## src/rtl/hw_sw_object_table_if.sv

```systemverilog
// CPU-side PIO handshake bundle: per-object words, phase code from SW, ack back to SW.
interface hw_sw_object_table_if #(
   parameter int NUM_OBJ = 15
);
   logic [NUM_OBJ*32-1:0] to_hw_port;
   logic [1:0]            to_hw_sig;
   logic [1:0]            to_sw_sig;

   modport master (output to_hw_port, output to_hw_sig, input to_sw_sig);
   modport slave  (input to_hw_port, input to_hw_sig, output to_sw_sig);
endinterface

```

## src/rtl/hw_sw_object_table.sv

```systemverilog
// Object-table receiver: three-phase handshaked capture into a shadow table,
// atomic commit to the active table on frame_sync rise (or immediately).
module hw_sw_object_table #(
   parameter int NUM_OBJ         = 15,
   parameter int COORD_W         = 10,
   parameter int FIELD_W         = 3,
   parameter int Y_MAX           = 480,
   parameter int Y_FLIP          = 1,
   parameter int COMMIT_ON_VSYNC = 1
) (
   input  logic                         clk,
   input  logic                         reset,
   hw_sw_object_table_if.slave          bus,
   input  logic                         frame_sync,
   output logic [NUM_OBJ*COORD_W-1:0]   x_coord,
   output logic [NUM_OBJ*COORD_W-1:0]   y_coord,
   output logic [NUM_OBJ*FIELD_W-1:0]   obj_state,
   output logic [NUM_OBJ*FIELD_W-1:0]   obj_type,
   output logic                         table_valid,
   output logic [7:0]                   frame_count,
   output logic                         proto_err
);

   typedef enum logic {IDLE, ACK} state_t;

   state_t                 state_q, state_d;
   logic [1:0]             sig_q, cur_q, ack_q;
   logic [NUM_OBJ*32-1:0]  port_q;
   logic [2:0]             mask_q, cap_bit;
   logic                   pend_q, fs_q;
   logic                   cap_en, err_set, commit, fs_rise;

   assign bus.to_sw_sig = ack_q;
   assign fs_rise       = frame_sync & ~fs_q;
   assign commit        = pend_q & ((COMMIT_ON_VSYNC == 0) | fs_rise);
   assign cap_bit       = 3'b001 << (sig_q - 2'd1);

   always_comb begin
      state_d = state_q;
      cap_en  = 1'b0;
      err_set = 1'b0;
      case (state_q)
         IDLE: if (sig_q != 2'd0) begin
            cap_en  = 1'b1;
            state_d = ACK;
         end
         ACK: begin
            if (sig_q == 2'd0)       state_d = IDLE;
            else if (sig_q != cur_q) err_set = 1'b1;
         end
         default: state_d = IDLE;
      endcase
   end

   always_ff @(posedge clk or negedge reset) begin
      if (!reset) begin
         state_q     <= IDLE;
         sig_q       <= '0;
         port_q      <= '0;
         fs_q        <= 1'b0;
         cur_q       <= '0;
         ack_q       <= '0;
         mask_q      <= '0;
         pend_q      <= 1'b0;
         table_valid <= 1'b0;
         frame_count <= '0;
         proto_err   <= 1'b0;
      end else begin
         state_q <= state_d;
         sig_q   <= bus.to_hw_sig;
         port_q  <= bus.to_hw_port;
         fs_q    <= frame_sync;
         if (cap_en) begin
            cur_q <= sig_q;
            ack_q <= sig_q;
         end else if (state_q == ACK && sig_q == 2'd0) begin
            ack_q <= '0;
         end
         if (err_set) proto_err <= 1'b1;
         // A capture coinciding with commit starts the next table with just its own bit.
         if (commit)      mask_q <= cap_en ? cap_bit : 3'b000;
         else if (cap_en) mask_q <= mask_q | cap_bit;
         if (commit)                                   pend_q <= 1'b0;
         else if (mask_q == 3'b111 && state_q == IDLE) pend_q <= 1'b1;
         if (commit) begin
            table_valid <= 1'b1;
            frame_count <= frame_count + 8'd1;
         end
      end
   end

   for (genvar i = 0; i < NUM_OBJ; i++) begin : g_obj
      logic [31:0]        w;
      logic               unused_hi;
      logic [COORD_W-1:0] y_new;
      logic [COORD_W-1:0] sh_x, sh_y, act_x, act_y;
      logic [FIELD_W-1:0] sh_st, sh_ty, act_st, act_ty;

      assign w         = port_q[32*i +: 32];
      assign unused_hi = ^w;
      assign y_new     = (Y_FLIP != 0) ? COORD_W'(Y_MAX) - w[COORD_W-1:0] : w[COORD_W-1:0];

      always_ff @(posedge clk or negedge reset) begin
         if (!reset) begin
            sh_x   <= '0;
            sh_y   <= '0;
            sh_st  <= '0;
            sh_ty  <= '0;
            act_x  <= '0;
            act_y  <= '0;
            act_st <= '0;
            act_ty <= '0;
         end else begin
            // Commit reads the pre-capture shadow through non-blocking semantics.
            if (commit) begin
               act_x  <= sh_x;
               act_y  <= sh_y;
               act_st <= sh_st;
               act_ty <= sh_ty;
            end
            if (cap_en) begin
               case (sig_q)
                  2'd1: sh_x <= w[COORD_W-1:0];
                  2'd2: sh_y <= y_new;
                  2'd3: begin
                     sh_st <= w[FIELD_W-1:0];
                     sh_ty <= w[2*FIELD_W-1:FIELD_W];
                  end
                  default: ;
               endcase
            end
         end
      end

      assign x_coord[i*COORD_W +: COORD_W]   = act_x;
      assign y_coord[i*COORD_W +: COORD_W]   = act_y;
      assign obj_state[i*FIELD_W +: FIELD_W] = act_st;
      assign obj_type[i*FIELD_W +: FIELD_W]  = act_ty;
   end

endmodule

```

## src/flat_wrapper.sv

```systemverilog
// flat-port wrapper written by rule: the top's interface ports become plain ports
module hw_sw_object_table_flat 
#(
   parameter int NUM_OBJ         = 15,
   parameter int COORD_W         = 10,
   parameter int FIELD_W         = 3,
   parameter int Y_MAX           = 480,
   parameter int Y_FLIP          = 1,
   parameter int COMMIT_ON_VSYNC = 1
)
  (clk, reset, frame_sync, x_coord, y_coord, obj_state, obj_type, table_valid, frame_count, proto_err, bus_to_hw_port, bus_to_hw_sig, bus_to_sw_sig);
  hw_sw_object_table_if #(.NUM_OBJ(NUM_OBJ)) bus_i ();
  input  logic clk;
  input  logic reset;
  input  logic frame_sync;
  output logic [NUM_OBJ*COORD_W-1:0] x_coord;
  output logic [NUM_OBJ*COORD_W-1:0] y_coord;
  output logic [NUM_OBJ*FIELD_W-1:0] obj_state;
  output logic [NUM_OBJ*FIELD_W-1:0] obj_type;
  output logic table_valid;
  output logic [7:0] frame_count;
  output logic proto_err;
  input wire logic [$bits(bus_i.to_hw_port)-1:0] bus_to_hw_port;
  input wire logic [$bits(bus_i.to_hw_sig)-1:0] bus_to_hw_sig;
  output wire logic [$bits(bus_i.to_sw_sig)-1:0] bus_to_sw_sig;
  assign bus_i.to_hw_port = bus_to_hw_port;
  assign bus_i.to_hw_sig = bus_to_hw_sig;
  assign bus_to_sw_sig = bus_i.to_sw_sig;
  hw_sw_object_table #(.NUM_OBJ(NUM_OBJ), .COORD_W(COORD_W), .FIELD_W(FIELD_W), .Y_MAX(Y_MAX), .Y_FLIP(Y_FLIP), .COMMIT_ON_VSYNC(COMMIT_ON_VSYNC)) u_core (.clk(clk), .reset(reset), .bus(bus_i), .frame_sync(frame_sync), .x_coord(x_coord), .y_coord(y_coord), .obj_state(obj_state), .obj_type(obj_type), .table_valid(table_valid), .frame_count(frame_count), .proto_err(proto_err));
endmodule
```

## config.mk

```make
export PLATFORM = sky130hd
export DESIGN_NAME = hw_sw_object_table_flat
export DESIGN_NICKNAME = d
export VERILOG_FILES = /design/src/rtl/hw_sw_object_table_if.sv /design/src/rtl/hw_sw_object_table.sv /design/src/flat_wrapper.sv
export SDC_FILE = /design/constraint.sdc
export NUM_CORES = 1
export LEC_CHECK = 0
export CAP_MARGIN = 10
export CORE_AREA = 4 4 342 344
export CTS_BUF_LIST = sky130_fd_sc_hd__clkbuf_16
export CTS_CLUSTER_DIAMETER = 60
export DETAILED_ROUTE_END_ITERATION = 6
export DIE_AREA = 0 0 346 348
export GPL_ROUTABILITY_DRIVEN = 0
export SYNTH_ARGS = -nofsm -noshare
export SYNTH_HDL_FRONTEND = slang
export SYNTH_SLANG_ARGS = --single-unit
```

## constraint.sdc

```tcl
create_clock -name clk -period 2.1 [get_ports clk]
set_clock_uncertainty 0.15 [all_clocks]
set_input_delay 0.42 -clock clk [delete_from_list [all_inputs] [get_ports clk]]
set_output_delay 0.42 -clock clk [all_outputs]
set_load 0.02 [all_outputs]
```

==> key figures <==
Global route
  – Vias in the first global route: 26.6k
  – Total GRT Usage: 0.176
  – First-pass GRT wire length: 164 mm
  – Initial antenna violation count: 7
  – GRT overflow: 0
  – Largest net degree at the start of global routing: 78

Synth
  – Seq cells post-synth: 952
  – Register area share after synthesis: 0.666
  – Synth Instances: 3260
  – Yosys cell types: 33
  – Top cell type's share of synthesized area: 0.666
  – Mapped cell area: 35800 µm²
  – Syn Area/Cell: 11.0 µm²
  – Synthesis Warnings: 0
  – Top post-synthesis cells by area: dfrtp_1 (67%), nand2_1 (15%), mux2_2 (4.4%)
  – Most area-hungry cell type in the Yosys netlist: dfrtp_1
  – Synthesized netlist net count: 3762

Route
  – First-pass DRT Iterations: 5
  – Residual DRC: 0
  – WL final: 106 mm
  – DR vias/cell: 4.47
  – Antenna Nets Post-Route: 0
  – Drt initial violations: 1389
  – Via count: 25.4k
  – DR WL/cell: 18.7 µm

Clocking
  – Clk sink count: 952
  – Root buf cell: clkbuf_16
  – CTS Buf Count: 107
  – Clock latency on the worst-skew pair: 0.67 ns
  – Htree depth: 3
  – CTS tree: yes
  – Worst-path clk slew: 0.06 ns
  – Clock Path Buffers: 3

Placement
  – Number of buffers added on ports: 556
  – Pre-CTS setup slack: -0.158 ns
  – DP Wirelength: 77.2 mm

Timing
  – Worst setup margin: 0.0270 ns
  – Minimum clock period after layout: 2.07 ns
  – Slew @ Worst Pin: 0.559 ns
  – Max_slew headroom: 0.625
  – Final Max Slew Viols: 0
  – Fmax: 482 MHz
  – RSZ-0062 raised after global routing: yes
  – Final hold violations: 0
  – Final setup violation count: 0
  – Crit share post-route: 0.987

Min path
  – HP Class: input pin to flop
  – Hold_sp: bus_to_hw_port[265]

Layout
  – Final nets: 4578
  – Layout cells sized above 1: 0.147
  – Area growth syn-to-layout: 35.7%

Critical path
  – Beginning of the critical path: u_core.sig_q[1]
  – Setup CP Type: flop to flop
  – Worst-path fanout max: 15
  – Slowest stage delay, CP: 0.37 ns
  – Worst Path Arrival: 2.47 ns
  – Worst Setup End Kind: flop
  – Critical Path RT: 2.49 ns
  – CP max stage cell: dfrtp_1
  – Crit path cell chain: or2_4, ha_4, nand2_1, or2_4, buf_12, buf_12, mux2_2
  – RR Startpoint: u_core.sig_q[1]
  – Startpoint types: flop

Die
  – Core area: 114000 µm²
  – Die Wd: 346 µm
  – Ports: 887
  – Initial Utilization: 0.314
  – Die Y: 348 µm
  – FP Rows: 124
  – DIE AREA: 120000 µm²

Status
  – Status: completed

Pwr
  – Leak: 24.8 nW
  – Sw Ratio: 0.346
  – Total internal power: 0.0399 W
  – Power share of the combinational group: 0.268
  – Pwr dens: 1260 nW/µm²
  – Clock Power Share: 0.292
  – Psw: 0.0211 W
  – Flop pwr share: 0.440
  – Total Power: 0.0610 W
  – Worst VDD drop: 0.723 mV

Run
  – Max Cap Viol: 0
path summary, 6_finish.rpt:
check	cells past startpoint	to	slack, ns
worst max register to register	7	u_core.g_obj[8].sh_x[5]	0.03
worst max-delay path	7	u_core.g_obj[8].sh_x[5]	0.03
min in group asynchronous	2	u_core.g_obj[7].sh_y[4]	0.19
worst min register to register	2	u_core.g_obj[13].act_y[0]	0.31
worst min-delay path	1	u_core.port_q[265]	0.06
max in group asynchronous	3	u_core.g_obj[4].act_ty[2]	0.83
final cells by class:
type | instances | area [µm²]
Clock buffer | 110 | 2750
Fill cell | 11000 | 65400
Timing Repair Buffer | 859 | 8280
Multi-Input combinational cell | 2120 | 11000
Inverter | 36 | 135
Antenna cell | 3 | 7.51
Sequential cell | 952 | 23800
Clock inverter | 90 | 637
Tap cell | 1512 | 1890
power groups by stage:
stage          Clock, W  Sequential (W)  Combinational (W)
2_1_floorplan         0          0.0298            0.00497
3_3_place_gp          0          0.0271             0.0182
3_5_place_dp          0          0.0271             0.0184
4_1_cts          0.0183          0.0268             0.0166
5_1_grt          0.0191          0.0275             0.0180
6_report         0.0178          0.0268             0.0163
Yosys cell counts:
master and instances:
o21ai_1 17, or2_2 2, a41oi_1 1, o31ai_1 5, nand4_1 24, ha_1 17
a21boi_0 6, nand2b_1 7, o21bai_1 1, nand2_1 1432, nor3_1 19, xor2_1 69
and4_1 2, buf_2 83, buf_6 24, a21oi_1 32, or2_1 2, nand3_1 10
xnor2_1 47, and3_1 1, o21ai_0 192, nand3b_1 1, clkbuf_1 42, dfrtp_1 952
o211ai_2 2, buf_1 3, or4_4 2, inv_1 36, mux2_4 54, a22oi_1 1
or4b_1 9, nor2_1 24, mux2_2 141
cells in the final DEF, fill, tap and decap left out, types with 22 or more instances in the layout:
cell type / synthesis / routed
dlygate4sd2_1: 0 / 340
clkbuf_16: 0 / 110
clkdlybuf4s15_1: 0 / 31
clkinv_1: 0 / 22
dlygate4sd3_1: 0 / 85
mux2_2: 141 / 139
dfrtp_1: 952 / 952
xor2_1: 69 / 69
buf_12: 0 / 55
nand4_1: 24 / 24
buf_4: 0 / 173
xnor2_1: 47 / 47
mux2_4: 54 / 56
nand2_1: 1432 / 1432
nor2_1: 24 / 23
o21ai_0: 192 / 192
inv_1: 36 / 59
a21oi_1: 32 / 32
clkdlybuf4s50_1: 0 / 153
stage by stage:
stage	instance area [µm²]	setup TNS, ns	std cells	utilization	hold slack, ns
CTS	48500	0	5678	0.426	0.000695
global route	48500	-0.0405	5679	0.426	0.0168
detailed placement	44600	-23.93	5388	0.392	0.248
floorplan	35800	-0.0901	3260	-	-0.0256
global placement	44600	-21.42	5388	0.392	0.250
finish	48500	0	5682	0.426	0.0594
per-layer routing:
layer	track usage	routed length, µm
met4	0.0498	2520
met3	0.0616	9530
met5	0	22
met2	0.263	45400
met1	0.243	48700
timing repair:
action / CTS / global route
setup buffers: 4 / 2
hold buffers: 85 / 0
resized for setup: 441 / 28
gates cloned: 1 / 0
hold endpoints to repair: 531 / 0
endpoints found under the setup margin: 517 / 40
pin swaps: 1 / 0
flip-flops by register name, summed over array words and instances (netlist names):
name,cells
u_core.g_obj.sh_ty,45
u_core.frame_count,8
u_core.pend_q,1
u_core.proto_err,1
u_core.table_valid,1
u_core.bus.to_sw_sig,2
u_core.g_obj.act_st,45
u_core.sig_q,2
u_core.fs_q,1
u_core.g_obj.sh_x,150
u_core.g_obj.act_ty,45
u_core.g_obj.sh_st,45
u_core.g_obj.act_y,150
u_core.mask_q,3
u_core.g_obj.sh_y,150
u_core.port_q,150
u_core.cur_q,2
u_core.g_obj.act_x,150
u_core.state_q,1
cells by family (layout without fill, tap and decap cells):
| family | Yosys count | after routing | synth area share |
|---|---|---|---|
| XOR/XNOR | 116 | 116 | 0.0284 |
| other | 0 | 3 | 0 |
| multiplexers | 195 | 195 | 0.0671 |
| buffers and inverters | 188 | 1095 | 0.0277 |
| flip-flops | 952 | 952 | 0.666 |
| adder cells (fa/ha/maj) | 17 | 17 | 0.00595 |
| AO/OA/AOI/OAI | 257 | 257 | 0.0374 |
| AND/OR/NAND/NOR | 1535 | 1535 | 0.167 |
critical path, delay by kind of cell, from the launching register on:
family | cells | cell delay, ns
AND/OR/NAND/NOR | 3 | 0.52
flip-flops | 1 | 0.37
buffers and inverters | 2 | 0.37
multiplexers | 1 | 0.34
adder cells (fa/ha/maj) | 1 | 0.16
(Power assumes the default switching activity.)
